<file path="config.mk">
export PLATFORM = sky130hd
export DESIGN_NAME = fcvt_round_stage
export DESIGN_NICKNAME = d
export VERILOG_FILES = /design/src/rtl/fcvt_round_stage.sv
export SDC_FILE = /design/constraint.sdc
export NUM_CORES = 1
export LEC_CHECK = 0
export CAP_MARGIN = 20
export CORE_ASPECT_RATIO = 0.9
export CORE_MARGIN = 2
export CORE_UTILIZATION = 55
export DETAILED_ROUTE_END_ITERATION = 16
export PLACE_DENSITY = 0.88
export SYNTH_ARGS = -nofsm -noshare
export SYNTH_HDL_FRONTEND = slang
export SYNTH_SLANG_ARGS = --single-unit
export TNS_END_PERCENT = 10
</file>
<file path="constraint.sdc">
create_clock -name CLK -period 17.2 [get_ports CLK]
set_clock_uncertainty 0.2 [all_clocks]
set_input_delay 3.44 -clock CLK [delete_from_list [all_inputs] [get_ports CLK]]
set_output_delay 3.44 -clock CLK [all_outputs]
set_load 0.005 [all_outputs]
</file>
<file path="src/rtl/fcvt_round_stage.sv">
// fcvt_round_stage: two-stage, correctly-rounding FP32 <-> int32 conversion with fflags/frm/fcsr.
// Optional macro CVT_PERF_CNT_EN adds read-only retired/exception counters at 12'h7C0 / 12'h7C1.
module fcvt_round_stage #(
  parameter logic [11:0] FFLAGS_ADDR = 12'h001,
  parameter logic [11:0] FRM_ADDR    = 12'h002,
  parameter logic [11:0] FCSR_ADDR   = 12'h003
) (
  input  logic        CLK,
  input  logic        RST,
  input  logic        IN_VALID,
  output logic        IN_READY,
  input  logic [31:0] A,
  input  logic [3:0]  FUNC,
  input  logic [2:0]  RM,
  output logic        OUT_VALID,
  input  logic        OUT_READY,
  output logic [31:0] RESULT,
  output logic [4:0]  FLAGS_OUT,
  input  logic        CSR_WE,
  input  logic [11:0] CSR_ADDR,
  input  logic [31:0] CSR_WDATA,
  output logic [31:0] CSR_RDATA
);

  localparam logic [4:0] FL_NV = 5'b10000;

  function automatic logic [4:0] lzc32(input logic [31:0] v);
    logic [4:0] n;
    logic       found;
    n     = 5'd0;
    found = 1'b0;
    for (int i = 31; i >= 0; i--) begin
      if (!found && v[i]) begin
        n     = 5'(31 - i);
        found = 1'b1;
      end
    end
    return n;
  endfunction

  function automatic logic round_inc(input logic [2:0] rm, input logic sign, input logic lsb,
                                     input logic g, input logic r, input logic s);
    logic inc;
    case (rm)
      3'd0:    inc = g & (r | s | lsb);
      3'd2:    inc = sign & (g | r | s);
      3'd3:    inc = !sign & (g | r | s);
      3'd4:    inc = g;
      default: inc = 1'b0;
    endcase
    return inc;
  endfunction

  // Returns {flags, result}; an out-of-range value saturates with NV alone, never NX.
  function automatic logic [36:0] f2i_sat(input logic is_u, input logic sign, input logic huge,
                                          input logic [32:0] mag, input logic inexact);
    logic [31:0] res;
    logic [4:0]  fl;
    res = mag[31:0];
    fl  = {4'd0, inexact};
    if (is_u) begin
      if (sign) begin
        res = 32'd0;
        if (huge || mag != 33'd0) fl = FL_NV;
      end else if (huge || mag[32]) begin
        res = 32'hFFFF_FFFF;
        fl  = FL_NV;
      end
    end else if (sign) begin
      if (huge || mag > 33'h0_8000_0000) begin
        res = 32'h8000_0000;
        fl  = FL_NV;
      end else begin
        res = -mag[31:0];
      end
    end else if (huge || mag[32] || mag[31]) begin
      res = 32'h7FFF_FFFF;
      fl  = FL_NV;
    end
    return {fl, res};
  endfunction

  logic        vld_p1, vld_p2, adv1, adv2, retire;
  logic [4:0]  fflags;
  logic [2:0]  frm;

  logic [2:0]  rm_res;
  logic        is_i2f, is_u, func_ok, i_sign;
  logic signed [31:0] a_s;
  logic [31:0] i_mag, i_norm;
  logic [7:0]  f_exp, f_sh;
  logic [23:0] f_sig;
  logic [63:0] f_wide;

  assign adv2     = !vld_p2 || OUT_READY;
  assign adv1     = !vld_p1 || adv2;
  assign IN_READY = adv1;
  assign retire   = vld_p2 && OUT_READY;

  always_comb begin
    rm_res  = (RM == 3'd7) ? frm : RM;
    is_i2f  = (FUNC == 4'd7) || (FUNC == 4'd9);
    is_u    = (FUNC == 4'd9) || (FUNC == 4'd10);
    func_ok = (FUNC >= 4'd7) && (FUNC <= 4'd10);
    a_s     = $signed(A);
    i_sign  = (FUNC == 4'd7) && A[31];
    i_mag   = i_sign ? unsigned'(-a_s) : A;
    i_norm  = i_mag << lzc32(i_mag);
    f_exp   = A[30:23];
    f_sig   = {|f_exp, A[22:0]};
    f_sh    = f_exp - 8'd118;
    // Fixed point with 32 fraction bits: integer part [63:32], guard [31], round [30].
    f_wide  = {40'd0, f_sig} << f_sh[5:0];
    if (f_exp < 8'd118) f_wide = {63'd0, |f_sig};
  end

  // ---- stage 1: extraction, normalisation/alignment, G/R/S capture ----
  logic        is_i2f_p1, is_u_p1, ok_p1, badrm_p1, sign_p1, zero_p1;
  logic        nan_p1, inf_p1, huge_p1, g_p1, r_p1, s_p1;
  logic [2:0]  rm_p1;
  logic [7:0]  exp_p1;
  logic [31:0] mant_p1;

  always_ff @(posedge CLK) begin
    if (adv1 && IN_VALID) begin
      is_i2f_p1 <= is_i2f;
      is_u_p1   <= is_u;
      ok_p1     <= func_ok;
      rm_p1     <= rm_res;
      badrm_p1  <= (rm_res >= 3'd5);
      sign_p1   <= is_i2f ? i_sign : A[31];
      zero_p1   <= (i_mag == 32'd0);
      exp_p1    <= 8'd158 - {3'd0, lzc32(i_mag)};
      nan_p1    <= (f_exp == 8'hFF) && (A[22:0] != 23'd0);
      inf_p1    <= (f_exp == 8'hFF) && (A[22:0] == 23'd0);
      huge_p1   <= (f_exp >= 8'd159);
      mant_p1   <= is_i2f ? {8'd0, i_norm[31:8]} : f_wide[63:32];
      g_p1      <= is_i2f ? i_norm[7] : f_wide[31];
      r_p1      <= is_i2f ? i_norm[6] : f_wide[30];
      s_p1      <= is_i2f ? |i_norm[5:0] : |f_wide[29:0];
    end
  end

  logic        inc, inexact;
  logic [32:0] sum;
  logic [36:0] sat;
  logic [31:0] res_c;
  logic [4:0]  fl_c;

  always_comb begin
    inc     = round_inc(rm_p1, sign_p1, mant_p1[0], g_p1, r_p1, s_p1);
    inexact = g_p1 | r_p1 | s_p1;
    sum     = {1'b0, mant_p1} + {32'd0, inc};
    sat     = f2i_sat(is_u_p1, sign_p1, huge_p1, sum, inexact);
    res_c   = 32'd0;
    fl_c    = 5'd0;
    if (badrm_p1) begin
      fl_c = FL_NV;
    end else if (!ok_p1) begin
      fl_c = 5'd0;
    end else if (is_i2f_p1) begin
      if (!zero_p1) begin
        // A carry out of the 24-bit significand leaves 1.000..0 one binade up.
        res_c = {sign_p1, exp_p1 + {7'd0, sum[24]}, sum[24] ? 23'd0 : sum[22:0]};
        fl_c  = {4'd0, inexact};
      end
    end else if (nan_p1 || (inf_p1 && !sign_p1)) begin
      res_c = is_u_p1 ? 32'hFFFF_FFFF : 32'h7FFF_FFFF;
      fl_c  = FL_NV;
    end else if (inf_p1) begin
      res_c = is_u_p1 ? 32'd0 : 32'h8000_0000;
      fl_c  = FL_NV;
    end else begin
      res_c = sat[31:0];
      fl_c  = sat[36:32];
    end
  end

  // ---- stage 2: rounding, renormalise, saturate, flags ----
  logic [31:0] result_p2;
  logic [4:0]  flags_p2;

  always_ff @(posedge CLK) begin
    if (RST) begin
      vld_p1    <= 1'b0;
      vld_p2    <= 1'b0;
      result_p2 <= 32'd0;
      flags_p2  <= 5'd0;
    end else begin
      if (adv1) vld_p1 <= IN_VALID;
      if (adv2) begin
        vld_p2 <= vld_p1;
        if (vld_p1) begin
          result_p2 <= res_c;
          flags_p2  <= fl_c;
        end
      end
    end
  end

  assign OUT_VALID = vld_p2;
  assign RESULT    = result_p2;
  assign FLAGS_OUT = flags_p2;

  logic       wr_fflags;
  logic [4:0] fflags_base;
  logic       unused_wdata;

  assign wr_fflags    = CSR_WE && (CSR_ADDR == FFLAGS_ADDR || CSR_ADDR == FCSR_ADDR);
  assign fflags_base  = wr_fflags ? CSR_WDATA[4:0] : fflags;
  assign unused_wdata = ^CSR_WDATA[31:8];

  // CSR write lands first, then the retiring op's flags are OR'd on top.
  always_ff @(posedge CLK) begin
    if (RST) begin
      fflags <= 5'd0;
      frm    <= 3'd0;
    end else begin
      fflags <= fflags_base | (retire ? flags_p2 : 5'd0);
      if (CSR_WE && CSR_ADDR == FRM_ADDR)       frm <= CSR_WDATA[2:0];
      else if (CSR_WE && CSR_ADDR == FCSR_ADDR) frm <= CSR_WDATA[7:5];
    end
  end

`ifdef CVT_PERF_CNT_EN
  logic [31:0] cnt_ret, cnt_exc;

  always_ff @(posedge CLK) begin
    if (RST) begin
      cnt_ret <= 32'd0;
      cnt_exc <= 32'd0;
    end else if (retire) begin
      cnt_ret <= cnt_ret + 32'd1;
      if (flags_p2[4] || flags_p2[0]) cnt_exc <= cnt_exc + 32'd1;
    end
  end
`endif

  always_comb begin
    CSR_RDATA = 32'd0;
    if (CSR_ADDR == FFLAGS_ADDR)    CSR_RDATA = {27'd0, fflags};
    else if (CSR_ADDR == FRM_ADDR)  CSR_RDATA = {29'd0, frm};
    else if (CSR_ADDR == FCSR_ADDR) CSR_RDATA = {24'd0, frm, fflags};
`ifdef CVT_PERF_CNT_EN
    else if (CSR_ADDR == 12'h7C0)   CSR_RDATA = cnt_ret;
    else if (CSR_ADDR == 12'h7C1)   CSR_RDATA = cnt_exc;
`endif
  end

endmodule
</file>
# Word level (Yosys, flattened, before mapping)
# Index checks and enable logic that the tools add are counted.
word_totals:
  ff_bits: 102
  in_bits: 88
  word_cells: 413
  output_inout_bits: 71
op_classes:
  eq_ne: 11
  shifts: 2
  bitwise: 8
  reduce_logical: 159
  addsub: 6
  mux: 199
  n_lt_le_gt_ge: 6
op_table:
  columns: ["op", "n"]
  rows:
  - ["32-bit two-way mux", 15]
  - ["5-bit two-way mux", 74]
  - ["1-bit two-way mux", 99]
  - ["1-bit logical AND", 72]
  - ["1-bit zero test", 65]
  - ["32-bit negation", 2]
  - ["24-bit by 6-bit left shift with 64-bit output", 1]
  - ["56-bit two-way mux", 1]
  - ["32-bit by 1-bit adder with 33-bit output", 1]
  - ["33-bit by 32-bit greater-than comparator with 1-bit output, second input constant", 1]
  - ["33-bit nonzero test", 1]
  - ["32-bit zero test", 1]
  - ["32-bit by 5-bit left shift with 32-bit output", 1]
  - ["31-bit OR reduction", 1]
  - ["30-bit OR reduction", 1]
  - ["12-bit by 2-bit equality test with 1-bit output, second input constant", 2]
  - ["24-bit two-way mux", 1]
  - ["8-bit two-way mux", 3]
  - ["23-bit zero test", 1]
  - ["23-bit two-way mux", 1]
  - ["23-bit nonzero test", 1]
  - ["12-bit by 1-bit equality test with 1-bit output, second input constant", 1]
  - ["1-bit logical OR", 10]
  - ["3-bit two-way mux", 3]
  - ["24 further kinds", 32]

# Depth between registers and ports, before layout
depth:
  word_depth: 130
  ltp_mapped: 24
  ltp_nobuf: 20

# Worst setup path before layout
# Ideal clock, no wire load.
synth_timing:
  path_kind: "input -> output"
  from: "input port CSR_ADDR[9]"
  to: "output port CSR_RDATA[5]"
  t_arrival_ns: 4.421
  cell_stages: 4
  required_time_ns: 13.560
  slack_ns: 9.139
  n_path_buf: 1
  cell_sequence: "nor4_1 -> and4_1 -> clkbuf_1 -> and3_1"
synth_via:
  elab_chain_len: 4
  word_cells_on_any_way: 6
  classes_between: "eq/ne: 3; mux: 3"
synth_rtl:
  columns: ["item", "line", "text"]
  rows:
  - ["from (decl)", "20", "input logic [11:0] CSR_ADDR,"]
  - ["12-bit by 2-bit equality test with 1-bit output", "243", "else if (CSR_ADDR == FCSR_ADDR) CSR_RDATA = {24'd0, frm, fflags};"]
  - ["8-bit two-way mux", "243", null]
  - ["8-bit two-way mux", "242", "else if (CSR_ADDR == FRM_ADDR) CSR_RDATA = {29'd0, frm};"]
  - ["8-bit two-way mux (*)", "241", "if (CSR_ADDR == FFLAGS_ADDR) CSR_RDATA = {27'd0, fflags};"]
  - ["to (decl)", "22", "output logic [31:0] CSR_RDATA"]
# Mark *: on every way between the ends. The rest lies on a longest branch, timed or not.

# Worst setup path in the final report
layout_timing:
  from: "input port A[0]"
  to: "register r_p1, data pin"
layout_via:
  elab_chain_len: 98
  word_cells_on_any_way: 130
  classes_between: "add/sub: 1; shift: 2; mux: 65; reduce/logical: 62"
layout_rtl:
  columns: ["item", "line", "text"]
  rows:
  - ["from (decl)", "12", "input logic [31:0] A,"]
  - ["32-bit negation", "107", "i_mag = i_sign ? unsigned'(-a_s) : A;"]
  - ["32-bit two-way mux", "107", null]
  - ["1-bit two-way mux", "33", "if (!found && v[i]) begin"]
  - ["1-bit zero test", "33", null]
  - ["1-bit logical AND", "33", null]
  - ["1-bit two-way mux", "33", null]
  - ["1-bit zero test", "33", null]
  - ["1-bit logical AND", "33", null]
  - ["(+82 left out)", null, null]
  - ["1-bit zero test", "33", null]
  - ["1-bit logical AND", "33", null]
  - ["1-bit two-way mux", "33", null]
  - ["1-bit zero test", "33", null]
  - ["1-bit logical AND", "33", null]
  - ["5-bit two-way mux", "33", null]
  - ["32-bit by 5-bit left shift with 32-bit output", "108", "i_norm = i_mag << lzc32(i_mag);"]
  - ["1-bit two-way mux (*)", "139", "r_p1 <= is_i2f ? i_norm[6] : f_wide[30];"]
  - ["to (signal assigned)", "139", null]
  - ["to (decl)", "119", "logic nan_p1, inf_p1, huge_p1, g_p1, r_p1, s_p1;"]
# Marks and branches as above.
# A chain may end at the register's enable or synchronous reset.

==> reports/metrics.csv <==
metric,value,unit
status,finished clean,
synth_top_family_by_area,compound AO/OA/AOI/OAI gates,
cp-start-kind,input port,
fmax,93.1,MHz
setup_viol,0,
ys_ff_latch,99,
cts_hold_buf,0,
clkLatencyLatePin,0.36,ns
drive_gt1_share,6.64,%
cp_top_family,compound AO/OA/AOI/OAI gates,
power_frac_clock,24.3,%
worst_ep_arrival_time,10.57,ns
fin_crit,10.74,ns
syn-cell-area,12400,um2
die_w,162,um
synth_area_leaders,"edfxtp_1 13%, mux2i_1 8.3%, dfxtp_1 7.1%, o21ai_0 6.1%, nand2_1 5.5%",
pin_count,159,
synth_top_area_share,13.3,%
yosysUniqueCellTypes,97,
num_vias,13838,
power.total,0.000830,W
overflow,0,
fp.dieH,147,um
yosys_warnings,0,
crit_fanout,28,
grt_pass1_vias,12108,
grt_pass1_wl,67300,um
min_path_type,reg -> reg,
synth-simple-area-share,24.5,%
worstMarginPinSlew,0.998,ns
antenna_found_initial,0,
power_frac_comb,41.5,%
cpPeakStageDelay,0.81,ns
p_per_area,60.5,nW/um2
switching_share,40.3,%
synthAdderAreaFrac,1.01,%
finalNetCount,1780,
synthCells,1667,
leakagePower,4.77,nW
cts_root_buf,clkbuf_16,
gp_congestion,1.00,
path_clk_slew,0.07,ns
cts.sinks,99,
p_switching,0.000335,W
n_antenna_cell,0,
cp.buffers_inverters,3,
cp-end-kind,register,
htree_levels,3,
area_growth,10.5,%
ant_nets,0,
post_cts_buffers,0,
syn_avg_cell_area,7.45,um2
maxSlewHeadroom,33.2,%
period_share,62.4,%
synth_mux_area_share,11.8,%
slew_viol_final,0,
dieArea,23800,um2
synth_compound_area_share,27.1,%
num_rows,52,
yosysSeqAreaShare,20.4,%
dr.pass1.iters,6,
dr.first_iter.drc_count,2204,
synth_ff_type,edfxtp_1,
rsz0062_at_grt,false,
cts_buffers,9,
finalHoldViolations,0,
ir_drop,0.0000424,V
drcViolationCount,0,
async_reset_ff_share,0,%
wire_per_inst,21.9,um
dp_hpwl,33300,um
start_util,55.7,%
grt_max_degree,56,
crit_type,in -> reg,
synth-edff-count,55,
drt-total-wl,43500,um
synth-xor-area-share,7.82,%
clockBufferDepth,2,
avgViaCountPerCell,6.97,
path_cells,clkdlybuf4s50_1 -> inv_1 -> ha_1 -> nor4b_1 -> nand4_1 -> or3_1 -> a31oi_1 -> o211a_4 -> nand2_1 -> a2bb2oi_2 -> a21oi_2 -> a211o_1 -> inv_6 -> mux2_2 -> mux2i_1 -> o21ai_0 -> o32ai_1,
utilization,61.5,%
worstPathRequired,17.04,ns
cts_tree,yes,
grt_use_total,35.5,%
synth_top_area_cell,edfxtp_1,
p_int,0.000495,W
drv_cap,0,
io_buffer_count,107,
post_cts_resized,0,
p_seq_share,34.1,%
slowest_stage,clkdlybuf4s50_1,
tns,0,ns
core,22300,um2
## final timing paths
check,startpoint,end,slack (ns),cells past startpoint
worst max register to register,sign_p1,RESULT[24],11.33,20
worst min-delay path,RESULT[17],RESULT[17],0.24,2
worst max-delay path,A[0],r_p1,6.46,17
worst min register to register,RESULT[17],RESULT[17],0.24,2
## flip-flops by register name, indices dropped and copies added (netlist names), 2 cells and up
name,cells
exp_p1,8
mant_p1,32
RESULT,32
rm_p1,3
frm,3
fflags,5
FLAGS_OUT,2
## power groups by stage
| stage | registers (W) | logic, W | clock network, W |
|---|---|---|---|
| final | 0.000283 | 0.000345 | 0.000202 |
| after global routing | 0.000285 | 0.000367 | 0.000212 |
| after CTS | 0.000284 | 0.000329 | 0.000204 |
| after detailed placement | 0.000289 | 0.000327 | 0 |
| after global placement | 0.000288 | 0.000322 | 0 |
| after floorplan | 0.000281 | 0.000238 | 0 |
## layer usage
metal	wire length (um)	up-vias	GRT usage, %	share of wire (%)
met1	18000	6538	50.9	41
met5	0	-	0	0
li1	-	6238	-	-
met2	19000	948	53.7	44
met3	5270	114	7.30	12
met4	1220	0	10.8	2.8
## synthesized netlist by cell type (6+ instances only)
master and instances:
nand2_1 183, o21ai_0 151, nor2_1 138, mux2i_1 103, clkbuf_1 94, a21oi_1 80
xnor2_1 72, nor3_1 67, nand3_1 62, edfxtp_1 55, dfxtp_1 44, o22ai_1 40
xor2_1 39, inv_1 36, buf_4 33, o211ai_1 26, a31oi_1 23, nand4_1 21
or3_1 21, a211oi_1 20, a32o_1 20, nor4_1 19, o31ai_1 19, a22oi_1 16
and3_1 15, mux2_2 15, nor2b_1 13, and2_1 12, buf_1 11, mux4_2 11
nand2b_1 11, a21o_1 10, ha_1 10, buf_2 8, o21a_1 8, or4_1 8
nor3b_1 7, o211a_1 7, o221ai_1 7, a22o_1 6, a32oi_1 6, nand3b_1 6
o21ai_1 6, or2_2 6
## cell type report
cell class,count,area (um2)
multi-input combinational,1402,9110
clock buffer,10,239
timing repair buffer,130,1260
fill,1987,8590
sequential,99,2530
clock inverter,6,53.8
inverter,40,155
tap,297,372
## cells in the final DEF, fill, tap and decap left out, drive strengths merged, types with 23 or more instances in the layout
cell type	n
nor4	23
nor2	140
a21oi	81
nand4	23
xnor2	72
nor3	69
xor2	39
nand3	62
dfxtp	44
clkdlybuf4s50	106
edfxtp	55
o22ai	40
o21ai	158
mux2i	104
buf	23
conb	27
a31oi	24
inv	43
nand2	183
o211ai	26
## worst register-to-register path, delay by kind of cell (launching register included)
kind	cells	cell delay, ns
AOI/OAI and AO/OA	5	0.73
xor gates and xnor gates	2	0.60
adders and majority gates	2	0.86
buffers and inverters	1	0.36
DFF	1	0.33
and+or+nand+nor	10	2.69
## kinds of logic (layout without fill, tap and decap cells)
logic type                 count (synthesis)  after routing
DFF                                       99             99
xor gates and xnor gates                 111            111
AOI/OAI and AO/OA                        506            506
buffers and inverters                    192            186
muxes                                    130            130
other                                      1             27
and+or+nand+nor                          618            618
adders and majority gates                 10             10
## through the flow
step	setup slack, ns	hold slack [ns]	instances	area (um2)
final	6.46	0.241	1984	13700
after global routing	6.04	0.271	1984	13700
after CTS	6.72	0.243	1982	13700
after detailed placement	6.38	0.234	1966	13400
after global placement	6.54	0.227	1966	13400
after floorplan	9.14	0.232	1693	12500
Power figures use the tool's default switching activity.
